## src/rtl/coax_pkg.sv

```systemverilog
// Shared coax receive definitions: status codes reported on the host stream
// and the receive controller state encoding.
package coax_pkg;

    // Receiver overflow code, as produced by the buffered receiver itself
    localparam logic [9:0] COAX_STATUS_OVERFLOW = 10'b0000001000;
    // No response activity within the timeout window
    localparam logic [9:0] COAX_STATUS_TIMEOUT  = 10'b0000100000;
    // Response frame longer than the configured word limit
    localparam logic [9:0] COAX_STATUS_LENGTH   = 10'b0001000000;

    typedef enum logic [2:0] {
        ST_IDLE,
        ST_WAIT,
        ST_DRAIN,
        ST_PRESENT,
        ST_ERR,
        ST_CLEAR
    } coax_state_t;

endpackage

```

## src/rtl/coax_timeout_counter.sv

```systemverilog
// Response timeout counter: cleared by load, counts while enabled and
// saturates at TIMEOUT_CYCLES-1, where it flags expiry.
module coax_timeout_counter #(
    parameter int TIMEOUT_CYCLES = 1200
) (
    input  logic clk,
    input  logic reset_n,
    input  logic load,
    input  logic enable,
    output logic expired
);

    localparam int CW = (TIMEOUT_CYCLES > 1) ? $clog2(TIMEOUT_CYCLES) : 1;
    localparam logic [CW-1:0] LAST = CW'(TIMEOUT_CYCLES - 1);

    logic [CW-1:0] count;

    // Count enabled clocks; hold at the terminal value
    always_ff @(posedge clk or negedge reset_n) begin
        if (!reset_n)
            count <= '0;
        else if (load)
            count <= '0;
        else if (enable && (count != LAST))
            count <= count + CW'(1);
    end

    assign expired = enable && !load && (count == LAST);

endmodule

```

## src/rtl/coax_rx_controller.sv

```systemverilog
// Coax receive controller: arms on start, waits for a response with timeout,
// drains the FIFO one word at a time through a hold register onto a
// valid/ready stream, and turns errors/timeouts into one status word
// followed by a one-cycle receiver clear.
// Optional build macro: COAX_RX_CONTROLLER_LENGTH_LIMIT_EN enables a per-frame
// word limit of MAX_WORDS.
module coax_rx_controller
    import coax_pkg::*;
#(
    parameter int TIMEOUT_CYCLES = 1200,
    parameter int MAX_WORDS      = 256
) (
    input  logic       clk,
    input  logic       reset_n,
    input  logic       start,
    input  logic       rx_active,
    input  logic       rx_error,
    input  logic [9:0] rx_data,
    input  logic       rx_empty,
    output logic       rx_read_strobe,
    output logic       rx_reset,
    output logic [9:0] out_data,
    output logic       out_valid,
    input  logic       out_ready,
    output logic       out_last,
    output logic       out_error,
    output logic       busy
);

    coax_state_t state, state_n;

    logic       hold_valid;
    logic [9:0] hold_data;
    logic       last_q;
    logic [9:0] err_code;
    logic       got_word;

    logic       pop;
    logic       hold_ld, hold_clr;
    logic       last_ld, last_val;
    logic       err_ld;
    logic [9:0] err_val;
    logic       tmo_expired;

`ifdef COAX_RX_CONTROLLER_LENGTH_LIMIT_EN
    localparam int WCW = ($clog2(MAX_WORDS + 2) > 8) ? $clog2(MAX_WORDS + 2) : 8;
    localparam logic [WCW-1:0] WLIMIT = WCW'(MAX_WORDS);
    logic [WCW-1:0] word_cnt;
    logic           over_limit;
    assign over_limit = (word_cnt == WLIMIT);
`else
    logic unused_max_words;
    assign unused_max_words = (MAX_WORDS > 0);
`endif

    // Timeout runs in WAIT and in DRAIN until the first word is captured
    coax_timeout_counter #(.TIMEOUT_CYCLES(TIMEOUT_CYCLES)) u_tmo (
        .clk     (clk),
        .reset_n (reset_n),
        .load    (state == ST_IDLE),
        .enable  ((state == ST_WAIT) || ((state == ST_DRAIN) && !got_word)),
        .expired (tmo_expired)
    );

    // State register
    always_ff @(posedge clk or negedge reset_n) begin
        if (!reset_n)
            state <= ST_IDLE;
        else
            state <= state_n;
    end

    // Next state and datapath controls
    always_comb begin
        state_n  = state;
        pop      = 1'b0;
        hold_ld  = 1'b0;
        hold_clr = 1'b0;
        last_ld  = 1'b0;
        last_val = 1'b0;
        err_ld   = 1'b0;
        err_val  = rx_data;
        case (state)
            ST_IDLE: begin
                if (start)
                    state_n = ST_WAIT;
            end
            ST_WAIT: begin
                if (rx_error) begin
                    err_ld  = 1'b1;
                    state_n = ST_ERR;
                end else if (rx_active || !rx_empty) begin
                    state_n = ST_DRAIN;
                end else if (tmo_expired) begin
                    err_ld  = 1'b1;
                    err_val = COAX_STATUS_TIMEOUT;
                    state_n = ST_ERR;
                end
            end
            ST_DRAIN: begin
                if (rx_error) begin
                    hold_clr = 1'b1;
                    err_ld   = 1'b1;
                    state_n  = ST_ERR;
                end else if (!hold_valid) begin
                    if (!rx_empty) begin
                        pop = 1'b1;
`ifdef COAX_RX_CONTROLLER_LENGTH_LIMIT_EN
                        // The popped over-limit word is dropped, not held
                        if (over_limit) begin
                            err_ld  = 1'b1;
                            err_val = COAX_STATUS_LENGTH;
                            state_n = ST_ERR;
                        end else begin
                            hold_ld = 1'b1;
                        end
`else
                        hold_ld = 1'b1;
`endif
                    end else if (tmo_expired) begin
                        // Empty frame: nothing ever arrived
                        err_ld  = 1'b1;
                        err_val = COAX_STATUS_TIMEOUT;
                        state_n = ST_ERR;
                    end
                end else if (!rx_empty) begin
                    last_ld  = 1'b1;
                    last_val = 1'b0;
                    state_n  = ST_PRESENT;
                end else if (!rx_active) begin
                    // Frame ended and FIFO is dry: held word is the last one
                    last_ld  = 1'b1;
                    last_val = 1'b1;
                    state_n  = ST_PRESENT;
                end
            end
            ST_PRESENT: begin
                if (rx_error) begin
                    hold_clr = 1'b1;
                    err_ld   = 1'b1;
                    state_n  = ST_ERR;
                end else if (out_ready) begin
                    hold_clr = 1'b1;
                    state_n  = last_q ? ST_IDLE : ST_DRAIN;
                end
            end
            ST_ERR: begin
                if (out_ready)
                    state_n = ST_CLEAR;
            end
            ST_CLEAR: begin
                state_n = ST_IDLE;
            end
            default: state_n = ST_IDLE;
        endcase
    end

    // Hold register, last flag, status code and first-word tracking
    always_ff @(posedge clk or negedge reset_n) begin
        if (!reset_n) begin
            hold_valid <= 1'b0;
            hold_data  <= '0;
            last_q     <= 1'b0;
            err_code   <= '0;
            got_word   <= 1'b0;
        end else begin
            if (hold_clr) begin
                hold_valid <= 1'b0;
            end else if (hold_ld) begin
                hold_valid <= 1'b1;
                hold_data  <= rx_data;
            end
            if (last_ld)
                last_q <= last_val;
            if (err_ld)
                err_code <= err_val;
            if (state == ST_IDLE)
                got_word <= 1'b0;
            else if (hold_ld)
                got_word <= 1'b1;
        end
    end

`ifdef COAX_RX_CONTROLLER_LENGTH_LIMIT_EN
    // Words captured in the current frame
    always_ff @(posedge clk or negedge reset_n) begin
        if (!reset_n)
            word_cnt <= '0;
        else if (state == ST_IDLE)
            word_cnt <= '0;
        else if (hold_ld)
            word_cnt <= word_cnt + WCW'(1);
    end
`endif

    assign rx_read_strobe = pop;
    assign rx_reset       = (state == ST_CLEAR);
    assign out_valid      = (state == ST_PRESENT) || (state == ST_ERR);
    assign out_error      = (state == ST_ERR);
    assign out_last       = (state == ST_ERR) || ((state == ST_PRESENT) && last_q);
    assign out_data       = (state == ST_ERR)     ? err_code  :
                            (state == ST_PRESENT) ? hold_data : '0;
    assign busy           = (state != ST_IDLE);

endmodule

```

## config.mk

```make
export PLATFORM = sky130hd
export DESIGN_NAME = coax_rx_controller
export DESIGN_NICKNAME = d
export VERILOG_FILES = /design/src/rtl/coax_pkg.sv /design/src/rtl/coax_timeout_counter.sv /design/src/rtl/coax_rx_controller.sv
export SDC_FILE = /design/constraint.sdc
export NUM_CORES = 1
export LEC_CHECK = 0
export CAP_MARGIN = 10
export CORE_MARGIN = 3
export CORE_UTILIZATION = 54
export DETAILED_ROUTE_END_ITERATION = 10
export PLACE_DENSITY = 0.79
export SLEW_MARGIN = 20
export SYNTH_ARGS = -nofsm -noshare
export SYNTH_HDL_FRONTEND = slang
export SYNTH_SLANG_ARGS = --single-unit
```

## constraint.sdc

```tcl
create_clock -name clk -period 3.2 [get_ports clk]
set_input_delay 0.8 -clock clk [delete_from_list [all_inputs] [get_ports clk]]
set_output_delay 0.8 -clock clk [all_outputs]
set_load 0.01 [all_outputs]
```

==> impl_metrics.tcl <==
set metrics [dict create \
    final_cell_mix "dfrtp_1, clkdlybuf4s50_1, o21ai_0" \
    cts_made_buffers 5 \
    ys_seq_area_frac 0.4193 \
    power_density_mw_per_mm2 741.2 \
    initial_core_util 0.5814 \
    fin_util 0.7164 \
    max-cap-violations 0 \
    grt_max_degree 38 \
    cts_buffer_depth 2 \
    synth.distinct_cells 55 \
    synth_cells 209 \
    setup.worst_path.start "state[0]" \
    clk-insertion-delay-late_ns 0.29 \
    final_common_cell "dfrtp_1" \
    grt_pass1_wl_um 8838 \
    finalCriticalPeriod_ns 3.090 \
    antenna_found_initial 0 \
    vdd_drop_max_v 0.0003855 \
    rr_startpoint "state[0]" \
    cts.clk_slew.worst_paths_ns 0.08 \
    port_buffers 32 \
    crit_path_max_fanout 13 \
    synth.avg_cell_area_um2 10.57 \
    die_area_mm2 0.004893 \
    synth_edf_count 0 \
    drt_iter0_markers 197 \
    rsz0062_at_grt "no" \
    grt_usage 0.2218 \
    worst_pin_slew_ns 0.9019 \
    synth_xor_area_frac 0.007932 \
    skew_ns 0.007941 \
    synth_fa_ha_area_frac 0.005666 \
    status "complete, no violations" \
    syn_area_mm2 0.002208 \
    rows 22 \
    fin_area_mm2 0.002721 \
    rrSetupSlack_ns 0.90 \
    async_reset_ff_frac 1.000 \
    p_leak_nw 1.151 \
    dpl.hpwl_um 3722 \
    power.total_mw 2.017 \
    muxShareOfSynthArea 0.1303 \
    synth_warnings 0 \
    fmax_mhz 323.6 \
    gp_congestion 0.8938 \
    crit_path_end_kind "output port" \
    core_mm2 0.003799 \
    ant_nets 0 \
    first_pass_iters 4 \
    drive_above_1_share 0.2016 \
    synth_compound_area_frac 0.2300 \
    viasPerCell 6.351 \
    cts_tree "done" \
    start_kind "register" \
    die_x_um 69.95 \
    syn2layout_area_growth_pct 23.23 \
    yosys-top-cells-area "dfrtp_1, mux2_4, mux2_2" \
    critPathRequiredTime_ns 2.40 \
    wire_per_inst_um 17.68 \
    arrival_ns 2.29 \
    finalHoldViolCount 0 \
    whs_ns 0.4974 \
    tns_ns 0 \
    grt_overflow 0 \
    crit_type "register to output port" \
    crit_end "out_data[0]" \
    synth_top_area_frac 0.4193 \
    synth_ff_type "dfrtp_1" \
    setup_viol 0 \
    synth-simple-area-share 0.1649 \
    drc_errors 0 \
    drv_slew 0 \
    chipHeight_um 69.95 \
    nets 265 \
    placed_cell_area_mm2 0.002605 \
    diodes 0 \
    synth_top_family_by_area "compound AO/OA/AOI/OAI gates" \
    r2r_cells 5 \
    clockRootBuffer "clkbuf_8" \
    grt_pass1_vias 1898 \
    synth.largest_area_cell "dfrtp_1" \
    ys_seq_elements 37 \
    htreeDepth 2 \
    synth_nets 227 \
    num_vias 1880 \
    relSlewSlack 0.3941 \
    ios 33 \
    drt_wl_total_um 5233 \
    hp-class "register to register" \
    finalCritPeriodShare 0.9657 \
    r2r-end "err_code[3]" \
    cts_sinks 37 \
]
-- cell usage after synthesis (all sizes together) (6+ instances only) --
library cell  number
o2bb2ai           10
or3                6
inv                7
a21oi             11
nor2               9
nand2              7
or2                7
clkbuf             8
dfrtp             37
a22o              10
o21ai             15
mux2              19
-- cell families (layout without fill, tap and decap cells) --
kind of cell    Yosys count  count (layout)
mux                      23              23
fa+ha+maj                 1               1
flops                    37              37
simple gates             58              58
compound gates           69              69
buf+inv                  19              58
xor+xnor                  2               2
-- area by class of cell --
class,count,area (µm²)
clock buffers,6,82.58
clock inverters,2,37.54
fillers,269,1077
inverters,7,26.28
multi-input cells,153,1191
flip-flops and latches,37,925.9
well taps,48,60.06
repair buffers,43,397.9
-- flip-flops by register name (all words and copies together), names as in the netlist --
register	cells
u_tmo.count	11
err_code	10
hold_data	10
state	3
got_word	1
hold_valid	1
last_q	1
-- worst min path at each step --
stage               depth (start not counted)          from  slack (ns)      endpoint
floorplan                                   1  hold_data[0]        0.47  hold_data[0]
global placement                            1  hold_data[5]        0.47  hold_data[5]
detailed placement                          1  hold_data[5]        0.49  hold_data[5]
CTS                                         1  hold_data[5]        0.50  hold_data[5]
global route                                1  hold_data[1]        0.53  hold_data[1]
finish                                      1  hold_data[5]        0.50  hold_data[5]
-- power breakdown --
group	switching (mW)	internal, mW
Combinational	0.401	0.445
Clock	0.172	0.253
Sequential	0.136	0.610
Total	0.709	1.31
-- critical path: stages (launching register included) --
cell	delay [ns]
dfrtp_1	0.52
or2_2	0.42
nor2_1	0.13
buf_4	0.21
a22o_1	0.18
clkdlybuf4s50_1	0.54
-- per-stage QoR --
stage | setup slack [ns] | instances
5_1_grt | 0.01787 | 296
3_3_place_gp | -0.2260 | 288
2_1_floorplan | 0.5590 | 209
3_5_place_dp | -0.2276 | 288
6_report | 0.1096 | 296
4_1_cts | 0.02436 | 296
-- what timing repair did --
item / in CTS / in global routing
cloned: 0 / 0
endpoints found under the hold margin: 0 / 0
endpoints found under the setup margin: 1 / 10
hold buffers: 0 / 0
setup buffers: 0 / 0
resized for setup: 1 / 3
pin swaps: 0 / 0
-- layer usage --
layer | vias up | part of all wire | track usage
li1 | 867 | - | -
met1 | 930 | 0.44 | 0.3022
met2 | 72 | 0.48 | 0.3421
met3 | 11 | 0.062 | 0.04892
met4 | 0 | 0.014 | 0.08936
met5 | - | 0 | 0
Note: power is estimated with default switching activity, not from simulation.
